## config.mk

```make
export PLATFORM = sky130hd
export DESIGN_NAME = fault_latch_monitor_flat
export DESIGN_NICKNAME = d
export VERILOG_FILES = /design/src/rtl/fault_latch_monitor_if.sv /design/src/rtl/fault_latch_monitor.sv /design/src/flat_wrapper.sv
export SDC_FILE = /design/constraint.sdc
export NUM_CORES = 1
export LEC_CHECK = 0
export CORE_MARGIN = 2
export CORE_UTILIZATION = 51
export CTS_BUF_LIST = sky130_fd_sc_hd__clkbuf_2 sky130_fd_sc_hd__clkbuf_4 sky130_fd_sc_hd__clkbuf_8
export CTS_CLUSTER_SIZE = 10
export DETAILED_ROUTE_END_ITERATION = 10
export PLACE_DENSITY = 0.78
export SYNTH_ARGS = -nofsm -noshare
export SYNTH_HDL_FRONTEND = slang
export SYNTH_SLANG_ARGS = --single-unit
```

## constraint.sdc

```tcl
create_clock -name clk -period 1.56 [get_ports clk]
set_input_delay 0.234 -clock clk [delete_from_list [all_inputs] [get_ports clk]]
set_output_delay 0.234 -clock clk [all_outputs]
set_load 0.05 [all_outputs]
```

## src/rtl/fault_latch_monitor_if.sv

```systemverilog
// fault_latch_monitor_if: fault inputs, software controls and latched status of the fault monitor.
interface fault_latch_monitor_if #(
    parameter int N_CH = 8
);
    logic [N_CH-1:0] fault_in;
    logic [N_CH-1:0] mask;
    logic            clear;
    logic [N_CH-1:0] fault_live;
    logic [N_CH-1:0] fault_latched;
    logic [N_CH-1:0] first_fault;
    logic [N_CH-1:0] snapshot;
    logic            fault_any;
    logic            hold_active;
    logic [7:0]      evt_count;

    modport master (
        output fault_in, mask, clear,
        input  fault_live, fault_latched, first_fault, snapshot, fault_any, hold_active, evt_count
    );

    modport slave (
        input  fault_in, mask, clear,
        output fault_live, fault_latched, first_fault, snapshot, fault_any, hold_active, evt_count
    );
endinterface

```

## src/rtl/fault_latch_monitor.sv

```systemverilog
// fault_latch_monitor: synchronises, debounces and latches N fault lines; freezes a status snapshot while in HOLD.
module fault_latch_monitor #(
    parameter int N_CH        = 8,
    parameter int ACTIVE_LOW  = 1,
    parameter int FILTER      = 3,
    parameter int HOLD_CYCLES = 20_000_000
) (
    input logic                  clk,
    input logic                  reset,
    fault_latch_monitor_if.slave bus
);
    localparam int FCW = $clog2(FILTER + 1);
    localparam int HCW = $clog2(HOLD_CYCLES);
    localparam logic [N_CH-1:0] RAW_OK = {N_CH{ACTIVE_LOW != 0}};

    typedef enum logic {S_IDLE, S_HOLD} state_t;

    state_t          r_state, w_state_nxt;
    logic [N_CH-1:0] r_sync1, r_sync2, r_live, r_prev, r_latched, r_first, r_snap;
    logic [FCW-1:0]  r_fcnt [N_CH];
    logic [HCW-1:0]  r_hcnt;
    logic [7:0]      r_evt;
    logic            r_any;
    logic [N_CH-1:0] w_sync_ah, w_act, w_new, w_lat_base, w_lat_nxt, w_first_base, w_first_nxt;
    logic [7:0]      w_evt_base, w_evt_nxt;
    logic            w_trig, w_hold_done, w_hold_active;

    assign w_sync_ah    = (ACTIVE_LOW != 0) ? ~r_sync2 : r_sync2;
    assign w_act        = r_live & ~bus.mask;
    assign w_new        = w_act & ~r_prev;
    assign w_trig       = |w_new;
    assign w_hold_done  = r_hcnt == HCW'(HOLD_CYCLES - 1);
    // Clear is applied first so a coinciding trigger still sets (set wins).
    assign w_lat_base   = bus.clear ? '0 : r_latched;
    assign w_lat_nxt    = w_lat_base | (w_trig ? w_act : '0);
    assign w_first_base = bus.clear ? '0 : r_first;
    assign w_first_nxt  = (r_state == S_IDLE && w_trig && w_first_base == '0) ? w_new : w_first_base;
    assign w_evt_base   = bus.clear ? 8'd0 : r_evt;
    assign w_evt_nxt    = (w_trig && w_evt_base != 8'hFF) ? w_evt_base + 8'd1 : w_evt_base;

    always_ff @(posedge clk or negedge reset) begin
        if (!reset) begin
            r_sync1 <= RAW_OK;
            r_sync2 <= RAW_OK;
            r_live  <= '0;
            for (int c = 0; c < N_CH; c++) r_fcnt[c] <= '0;
        end else begin
            r_sync1 <= bus.fault_in;
            r_sync2 <= r_sync1;
            // Each channel flips only after FILTER consecutive disagreeing samples.
            for (int c = 0; c < N_CH; c++) begin
                if (w_sync_ah[c] == r_live[c]) begin
                    r_fcnt[c] <= '0;
                end else if (r_fcnt[c] == FCW'(FILTER - 1)) begin
                    r_fcnt[c] <= '0;
                    r_live[c] <= ~r_live[c];
                end else begin
                    r_fcnt[c] <= r_fcnt[c] + 1'b1;
                end
            end
        end
    end

    always_ff @(posedge clk or negedge reset) begin
        if (!reset) begin
            r_prev    <= '0;
            r_latched <= '0;
            r_first   <= '0;
            r_evt     <= '0;
            r_any     <= 1'b0;
        end else begin
            r_prev    <= w_act;
            r_latched <= w_lat_nxt;
            r_first   <= w_first_nxt;
            r_evt     <= w_evt_nxt;
            r_any     <= |w_lat_nxt;
        end
    end

    always_ff @(posedge clk or negedge reset) begin
        if (!reset) begin
            r_state <= S_IDLE;
            r_hcnt  <= '0;
            r_snap  <= '0;
        end else begin
            r_state <= w_state_nxt;
            r_hcnt  <= (r_state == S_HOLD) ? r_hcnt + 1'b1 : '0;
            r_snap  <= (r_state == S_IDLE) ? r_live : r_snap;
        end
    end

    always_comb begin
        w_state_nxt = (r_state == S_IDLE) ? (w_trig ? S_HOLD : S_IDLE) : (w_hold_done ? S_IDLE : S_HOLD);
    end

    always_comb begin
        w_hold_active = r_state == S_HOLD;
    end

    assign bus.fault_live    = r_live;
    assign bus.fault_latched = r_latched;
    assign bus.first_fault   = r_first;
    assign bus.snapshot      = r_snap;
    assign bus.fault_any     = r_any;
    assign bus.hold_active   = w_hold_active;
    assign bus.evt_count     = r_evt;
endmodule

```

## src/flat_wrapper.sv

```systemverilog
// flat-port wrapper written by rule: the top's interface ports become plain ports
module fault_latch_monitor_flat 
#(
    parameter int N_CH        = 8,
    parameter int ACTIVE_LOW  = 1,
    parameter int FILTER      = 3,
    parameter int HOLD_CYCLES = 20_000_000
)
  (clk, reset, bus_fault_in, bus_mask, bus_clear, bus_fault_live, bus_fault_latched, bus_first_fault, bus_snapshot, bus_fault_any, bus_hold_active, bus_evt_count);
  fault_latch_monitor_if #(.N_CH(N_CH)) bus_i ();
  input logic clk;
  input logic reset;
  input wire logic [$bits(bus_i.fault_in)-1:0] bus_fault_in;
  input wire logic [$bits(bus_i.mask)-1:0] bus_mask;
  input wire logic [$bits(bus_i.clear)-1:0] bus_clear;
  output wire logic [$bits(bus_i.fault_live)-1:0] bus_fault_live;
  output wire logic [$bits(bus_i.fault_latched)-1:0] bus_fault_latched;
  output wire logic [$bits(bus_i.first_fault)-1:0] bus_first_fault;
  output wire logic [$bits(bus_i.snapshot)-1:0] bus_snapshot;
  output wire logic [$bits(bus_i.fault_any)-1:0] bus_fault_any;
  output wire logic [$bits(bus_i.hold_active)-1:0] bus_hold_active;
  output wire logic [$bits(bus_i.evt_count)-1:0] bus_evt_count;
  assign bus_i.fault_in = bus_fault_in;
  assign bus_i.mask = bus_mask;
  assign bus_i.clear = bus_clear;
  assign bus_fault_live = bus_i.fault_live;
  assign bus_fault_latched = bus_i.fault_latched;
  assign bus_first_fault = bus_i.first_fault;
  assign bus_snapshot = bus_i.snapshot;
  assign bus_fault_any = bus_i.fault_any;
  assign bus_hold_active = bus_i.hold_active;
  assign bus_evt_count = bus_i.evt_count;
  fault_latch_monitor #(.N_CH(N_CH), .ACTIVE_LOW(ACTIVE_LOW), .FILTER(FILTER), .HOLD_CYCLES(HOLD_CYCLES)) u_core (.clk(clk), .reset(reset), .bus(bus_i));
endmodule
```

==> results of run 1 <==
==> worst register-to-register path: stages, from the launching register on <==
cell and delay [ps]:
dfrtp_1 410, nor4_1 350, a21oi_1 140, or3_4 400, buf_6 150, o32ai_2 210
==> logic make-up (layout without fill, tap and decap cells) <==
family	count (synthesis)	in the layout	share of synthesized area, %
XOR/XNOR	29	29	5.73
adder cells (fa/ha/maj)	2	2	0.564
flip-flops	107	107	60.9
AND/OR/NAND/NOR	154	154	18.9
buffers and inverters	38	171	3.58
AO/OA/AOI/OAI	33	33	6.49
multiplexers	16	16	3.87
==> cells in the final DEF, fill, tap and decap left out, types with 10 or more instances in the layout <==
cell / instances
nand2b_1: 21
xnor2_1: 13
dfstp_2: 16
dfrtp_1: 81
nand3_1: 12
buf_12: 13
clkdlybuf4s50_1: 16
nor2_1: 27
clkbuf_8: 10
xor2_1: 16
dfrtp_2: 10
inv_1: 25
buf_4: 92
nand2_1: 28
==> repair_timing <==
item | 4_1_cts | 5_1_grt
endpoints found under the setup margin | 32 | 39
hold buffers | 1 | 0
setup buffers | 4 | 4
resized for setup | 18 | 21
pin swaps | 8 | 12
hold endpoints to repair | 20 | 0
==> layout make-up <==
cell class,count,area (um2),share of cell area (%)
Multi-Input combinational cell,234,1840,29.8
Clock buffer,10,138,2.23
Tap cell,108,135,2.19
Inverter,28,105,1.70
Clock inverter,6,65.1,1.05
Timing Repair Buffer,127,1180,19.1
Sequential cell,107,2710,43.9
==> per-stage QoR <==
step	setup TNS [ps]	instances
floorplan	-4950	379
global placement	-11520	598
detailed placement	-12620	598
CTS	-1560	618
global route	-3510	620
finish	-1760	620
==> where the power goes <==
group	total, W	switching, W	internal [W]
Combinational	0.00346	0.00191	0.00155
Sequential	0.00362	0.000343	0.00328
Clock	0.00171	0.00104	0.000678
==> path summary, 6_finish.rpt <==
kind / startpoint / endpoint / slack (ps) / cells past startpoint
setup / recovery: u_core.bus.first_fault[6]$_DFF_PN0_ / u_core.bus.first_fault[2]$_DFF_PN0_ / -170 / 5
hold / removal: bus_fault_in[4] / u_core.r_sync1[4]$_DFF_PN1_ / 240 / 1
setup reg to reg: u_core.bus.first_fault[6]$_DFF_PN0_ / u_core.bus.first_fault[2]$_DFF_PN0_ / -170 / 5
hold reg to reg: u_core.r_sync1[1]$_DFF_PN1_ / u_core.r_sync2[1]$_DFF_PN1_ / 360 / 0
max in group asynchronous: reset / u_core.bus.evt_count[0]$_DFF_PN0_ / 640 / 3
min in group asynchronous: reset / u_core.bus.snapshot[6]$_DFFE_PN0N_ / 320 / 2
==> routing by layer <==
metal	routed length (um)	track usage, %	vias to the layer above
li1	-	-	1536
met1	4360	28.3	1680
met2	5000	36.1	62
met3	345	5.18	19
met4	212	6.41	0
met5	0	0	-
==> state kept, by name, indices dropped and copies added, names as in the netlist <==
signal / cells
u_core.bus.evt_count: 8
u_core.bus.fault_any: 1
u_core.bus.fault_latched: 8
u_core.bus.fault_live: 8
u_core.bus.first_fault: 8
u_core.bus.hold_active: 1
u_core.bus.snapshot: 8
u_core.r_fcnt: 16
u_core.r_hcnt: 25
u_core.r_prev: 8
u_core.r_sync1: 8
u_core.r_sync2: 8
==> impl_metrics.py, run 1 <==
metrics = {
    "clock_tree": {
        "cts_root_buf": "clkbuf_8",
        "path_clk_slew_ps": 110,
        "clk_latency_ps": 380,
        "cts_buffer_depth": 2,
        "cts_tree": "done",
        "clkSinkCount": 107,
        "numCtsBuffers": 9,
        "h-tree-depth": 3,
    },
    "detailed_routing": {
        "drcViolationCount": 0,
        "antenna_left": 0,
        "wl_per_cell_um": 16.0,
        "drt_iter0_markers": 190,
        "num_vias": 3297,
        "drt_wl_total_mm": 9.91,
        "routed_via_density": 5.32,
        "drt_pass1_iterations": 4,
    },
    "worst_setup_path": {
        "max_stage_delay_ps": 410,
        "path_class": "register to register",
        "timing.critical_path.to_type": "register",
        "cp.required_ps": 1850,
        "cp_top_family": "simple AND/OR/NAND/NOR gates",
        "critPathBufInv": 1,
        "startpoint_type": "register",
        "slowest_stage": "dfrtp_1",
        "cp_cell_sequence": "nor4_1, a21oi_1, or3_4, buf_6, o32ai_2",
        "arrival_ps": 2020,
        "path_max_fanout": 4,
    },
    "pwr": {
        "finalPower_w": 0.00879,
        "power_density_nw_per_um2": 1420,
        "ir_drop_mv": 1.09,
        "power_leakage_nw": 2.89,
    },
    "sta": {
        "slew_headroom_pct": 65.3,
        "min_period_ps": 1730,
        "timing.fmax_ghz": 0.578,
        "setup_ws_ps": -170,
        "hold_viol": 0,
        "drv_slew": 0,
        "setup_viol": 14,
        "grt_setup_unrepaired": "yes",
        "skew_ps": 9.61,
        "fin_hold_ws_ps": 245,
        "tightest_slew_ps": 517,
        "min_period_over_period_pct": 111,
    },
    "synthesis": {
        "synth-seq-cells": 107,
        "yosysTopAreaCell": "dfrtp_1",
        "yosysWarnings": 0,
        "yosysUniqueCellTypes": 39,
        "synth_area_um2": 4430,
        "ys_seq_area_share_pct": 60.9,
        "synth_top_area_share_pct": 51.4,
        "ys_async_sr_fraction_pct": 100,
        "ys.flop_type": "dfrtp_1",
        "syn_inst": 379,
        "synthMostInstantiatedCell": "dfrtp_1",
        "synth_common_cells": "dfrtp_1, nand2_1, nor2_1, inv_1, nand2b_1",
        "synth_edf_count": 0,
        "netlist_top_cells_area": "dfrtp_1, dfstp_2, nand2b_1, xor2_1, o32ai_2",
        "avgSynthCellArea_um2": 11.7,
        "syn-num-nets": 400,
    },
    "placement": {
        "dpl_cell_area_um2": 5690,
        "portBuffers": 60,
        "gp_congestion": 0.843,
        "place_ws_ps": -583,
        "hpwlAfterDp_mm": 6.78,
    },
    "final_layout": {
        "utilization_pct": 71.8,
        "area_delta_synth_final_pct": 39.3,
        "nets": 528,
        "fillers": 591,
        "final_cell_area_um2": 6170,
        "antenna_cells": 0,
        "final_layout_size_suffix_gt1_share_pct": 40.2,
    },
    "outcome": {
        "violations": "setup timing",
        "outcome": "finished, violations left",
    },
    "die": {
        "die_h_um": 97.2,
        "io_pins": 61,
        "die_area_um2": 9450,
        "rows": 34,
        "initial_core_util_pct": 51.6,
        "core_um2": 8590,
        "die_width_um": 97.2,
    },
    "global_route": {
        "grt_antenna_before_repair": 0,
        "grt_max_degree": 46,
        "grt_overflow_total": 0,
        "grt_pass1_wl_mm": 16.2,
        "grt_pass1_vias": 3370,
        "grt_usage_pct": 21.6,
    },
    "job": {
        "cap_viol_max_count": 0,
    },
    "hold_path": {
        "hp-class": "primary input to register",
    },
}
Note: power is estimated with default switching activity, not from simulation.
==> run 2: changes to the inputs <==
--- a/config.mk
+++ b/config.mk
@@ -6,11 +6,11 @@
 export NUM_CORES = 1
 export LEC_CHECK = 0
 export CORE_MARGIN = 2
-export CORE_UTILIZATION = 51
+export CORE_UTILIZATION = 60
 export CTS_BUF_LIST = sky130_fd_sc_hd__clkbuf_2 sky130_fd_sc_hd__clkbuf_4 sky130_fd_sc_hd__clkbuf_8
 export CTS_CLUSTER_SIZE = 10
 export DETAILED_ROUTE_END_ITERATION = 10
-export PLACE_DENSITY = 0.78
+export PLACE_DENSITY = 0.86
 export SYNTH_ARGS = -nofsm -noshare
 export SYNTH_HDL_FRONTEND = slang
 export SYNTH_SLANG_ARGS = --single-unit
==> constraint.sdc (replaced) <==
create_clock -name clk -period 2.2 [get_ports clk]
set_input_delay 0.33 -clock clk [delete_from_list [all_inputs] [get_ports clk]]
set_output_delay 0.33 -clock clk [all_outputs]
set_load 0.05 [all_outputs]
==> run 2 against run 1 <==
The flow now finishes without violations; global-route usage grew 2.6 points; power fell by 35%; routed wire length is 8.5% lower; non-clock buffer count is 44 lower; critical path type is now register to primary output; largest power group unchanged.
==> impl_metrics.py, run 2 (same netlist as run 1, synthesis figures left out) <==
metrics = {
    "sta": {
        "setup_ws_ps": 131,
        "grt_setup_unrepaired": "no",
        "timing.fmax_ghz": 0.483,
        "tightest_slew_ps": 562,
        "min_period_over_period_pct": 94.0,
        "setup_viol": 0,
        "drv_slew": 0,
        "min_period_ps": 2070,
        "hold_viol": 0,
        "slew_headroom_pct": 62.6,
        "skew_ps": 7.72,
    },
    "worst_setup_path": {
        "cp.required_ps": 1870,
        "regToRegStartpoint": "u_core.bus.fault_live[6]$_DFFE_PN0P_",
        "timing.critical_path.to_type": "primary output",
        "arrival_ps": 1740,
        "path_max_fanout": 5,
        "critPathLaunch": "u_core.bus.fault_live[2]$_DFFE_PN0P_",
        "startpoint_type": "register",
        "path_class": "register to primary output",
    },
    "detailed_routing": {
        "drt_iter0_markers": 149,
        "routed_via_density": 5.39,
        "wl_per_cell_um": 16.0,
        "drcViolationCount": 0,
        "num_vias": 3055,
        "drt_pass1_iterations": 4,
        "antenna_left": 0,
        "drt_wl_total_mm": 9.07,
    },
    "die": {
        "io_pins": 61,
        "rows": 31,
        "initial_core_util_pct": 61.4,
        "die_width_um": 90.0,
        "core_um2": 7210,
        "die_area_um2": 8090,
        "die_h_um": 90.0,
    },
    "final_layout": {
        "utilization_pct": 76.3,
        "final_layout_size_suffix_gt1_share_pct": 17.1,
        "top_regs": "u_core.r_hcnt (25), u_core.r_fcnt (16)",
        "multiInputGateArea_um2": 1580,
        "largest_reg_flops": 25,
        "antenna_cells": 0,
        "register_area_um2": 2700,
        "area_delta_synth_final_pct": 24.2,
        "mostFrequentLayoutCells": "dfrtp_1, clkdlybuf4s50_1, nand2_1, nor2_1, inv_1",
        "regMostFlops": "u_core.r_hcnt",
        "fillers": 470,
        "nets": 484,
        "final_common_cell": "dfrtp_1",
    },
    "hold_path": {
        "hp-class": "primary input to register",
        "worstHoldStart": "bus_fault_in[0]",
    },
    "pwr": {
        "ir_drop_mv": 0.795,
        "power_leakage_nw": 2.45,
        "power_density_nw_per_um2": 1040,
    },
    "clock_tree": {
        "numCtsBuffers": 9,
        "cts_tree": "done",
        "clk_latency_ps": 370,
        "cts_root_buf": "clkbuf_8",
        "path_clk_slew_ps": 110,
        "clkSinkCount": 107,
        "h-tree-depth": 3,
        "postCtsSetupBuffers": 0,
        "cts_buffer_depth": 2,
    },
    "global_route": {
        "grt_antenna_before_repair": 0,
        "grt_usage_pct": 24.2,
        "grt_overflow_total": 0,
        "grt_pass1_vias": 3272,
        "grt_max_degree": 59,
        "grt_pass1_wl_mm": 15.6,
    },
    "placement": {
        "gp_congestion": 0.881,
        "place_ws_ps": -147,
        "hpwlAfterDp_mm": 6.47,
        "portBuffers": 60,
    },
    "job": {
        "cap_viol_max_count": 0,
    },
    "outcome": {
        "outcome": "finished clean",
    },
}
run 2: where the power goes:
group	internal [W]	switching (W)
registers	0.00231	0.000248
logic	0.000745	0.00119
clock network	0.000546	0.000704
total	0.00360	0.00214
run 2: worst paths after layout:
kind,slack (ps),endpoint,cells past startpoint
max,130,bus_fault_live[2],2
min,350,u_core.r_sync1[0]$_DFF_PN1_,1
max reg2reg,230,u_core.bus.evt_count[7]$_DFF_PN0_,8
min reg2reg,360,u_core.r_sync2[6]$_DFF_PN1_,0
max in group asynchronous,1110,u_core.r_sync2[4]$_DFF_PN1_,3
min in group asynchronous,420,u_core.r_hcnt[21]$_DFF_PN0_,2
run 2: area by class of cell:
class / count / share of cell area [%]
clock inverters: 7 / 1.52
repair buffers: 83 / 14.5
well taps: 99 / 2.25
multi-input cells: 234 / 28.6
inverters: 28 / 1.91
clock buffers: 9 / 2.25
flip-flops and latches: 107 / 49.0
run 2: metrics by stage:
stage	TNS (ps)	std cells	cell area [um2]	power (W)	hold slack [ps]
2_1_floorplan	0	379	4430	0.00375	34.4
3_3_place_gp	-553	550	5290	0.00444	279
4_1_cts	0	567	5510	0.00578	338
6_report	0	567	5510	0.00575	351
3_5_place_dp	-1370	550	5290	0.00453	284
5_1_grt	0	567	5510	0.00603	323
run 2: worst max-delay path, stage by stage (launching register included):
cell and delay, ps:
dfrtp_1 380, buf_4 150, clkdlybuf4s50_1 830
run 2: timing repair:
item / in CTS / in global routing
hold endpoints to repair: 28 / 0
hold buffers: 1 / 0
gates resized for setup: 0 / 0
run 2: metal layers:
layer / up-vias / track usage, % / routed length, um
li1: 1448 / - / -
met1: 1518 / 29.2 / 3720
met2: 68 / 42.5 / 4790
met3: 21 / 6.29 / 389
met4: 0 / 8.21 / 165
met5: - / 0 / 0
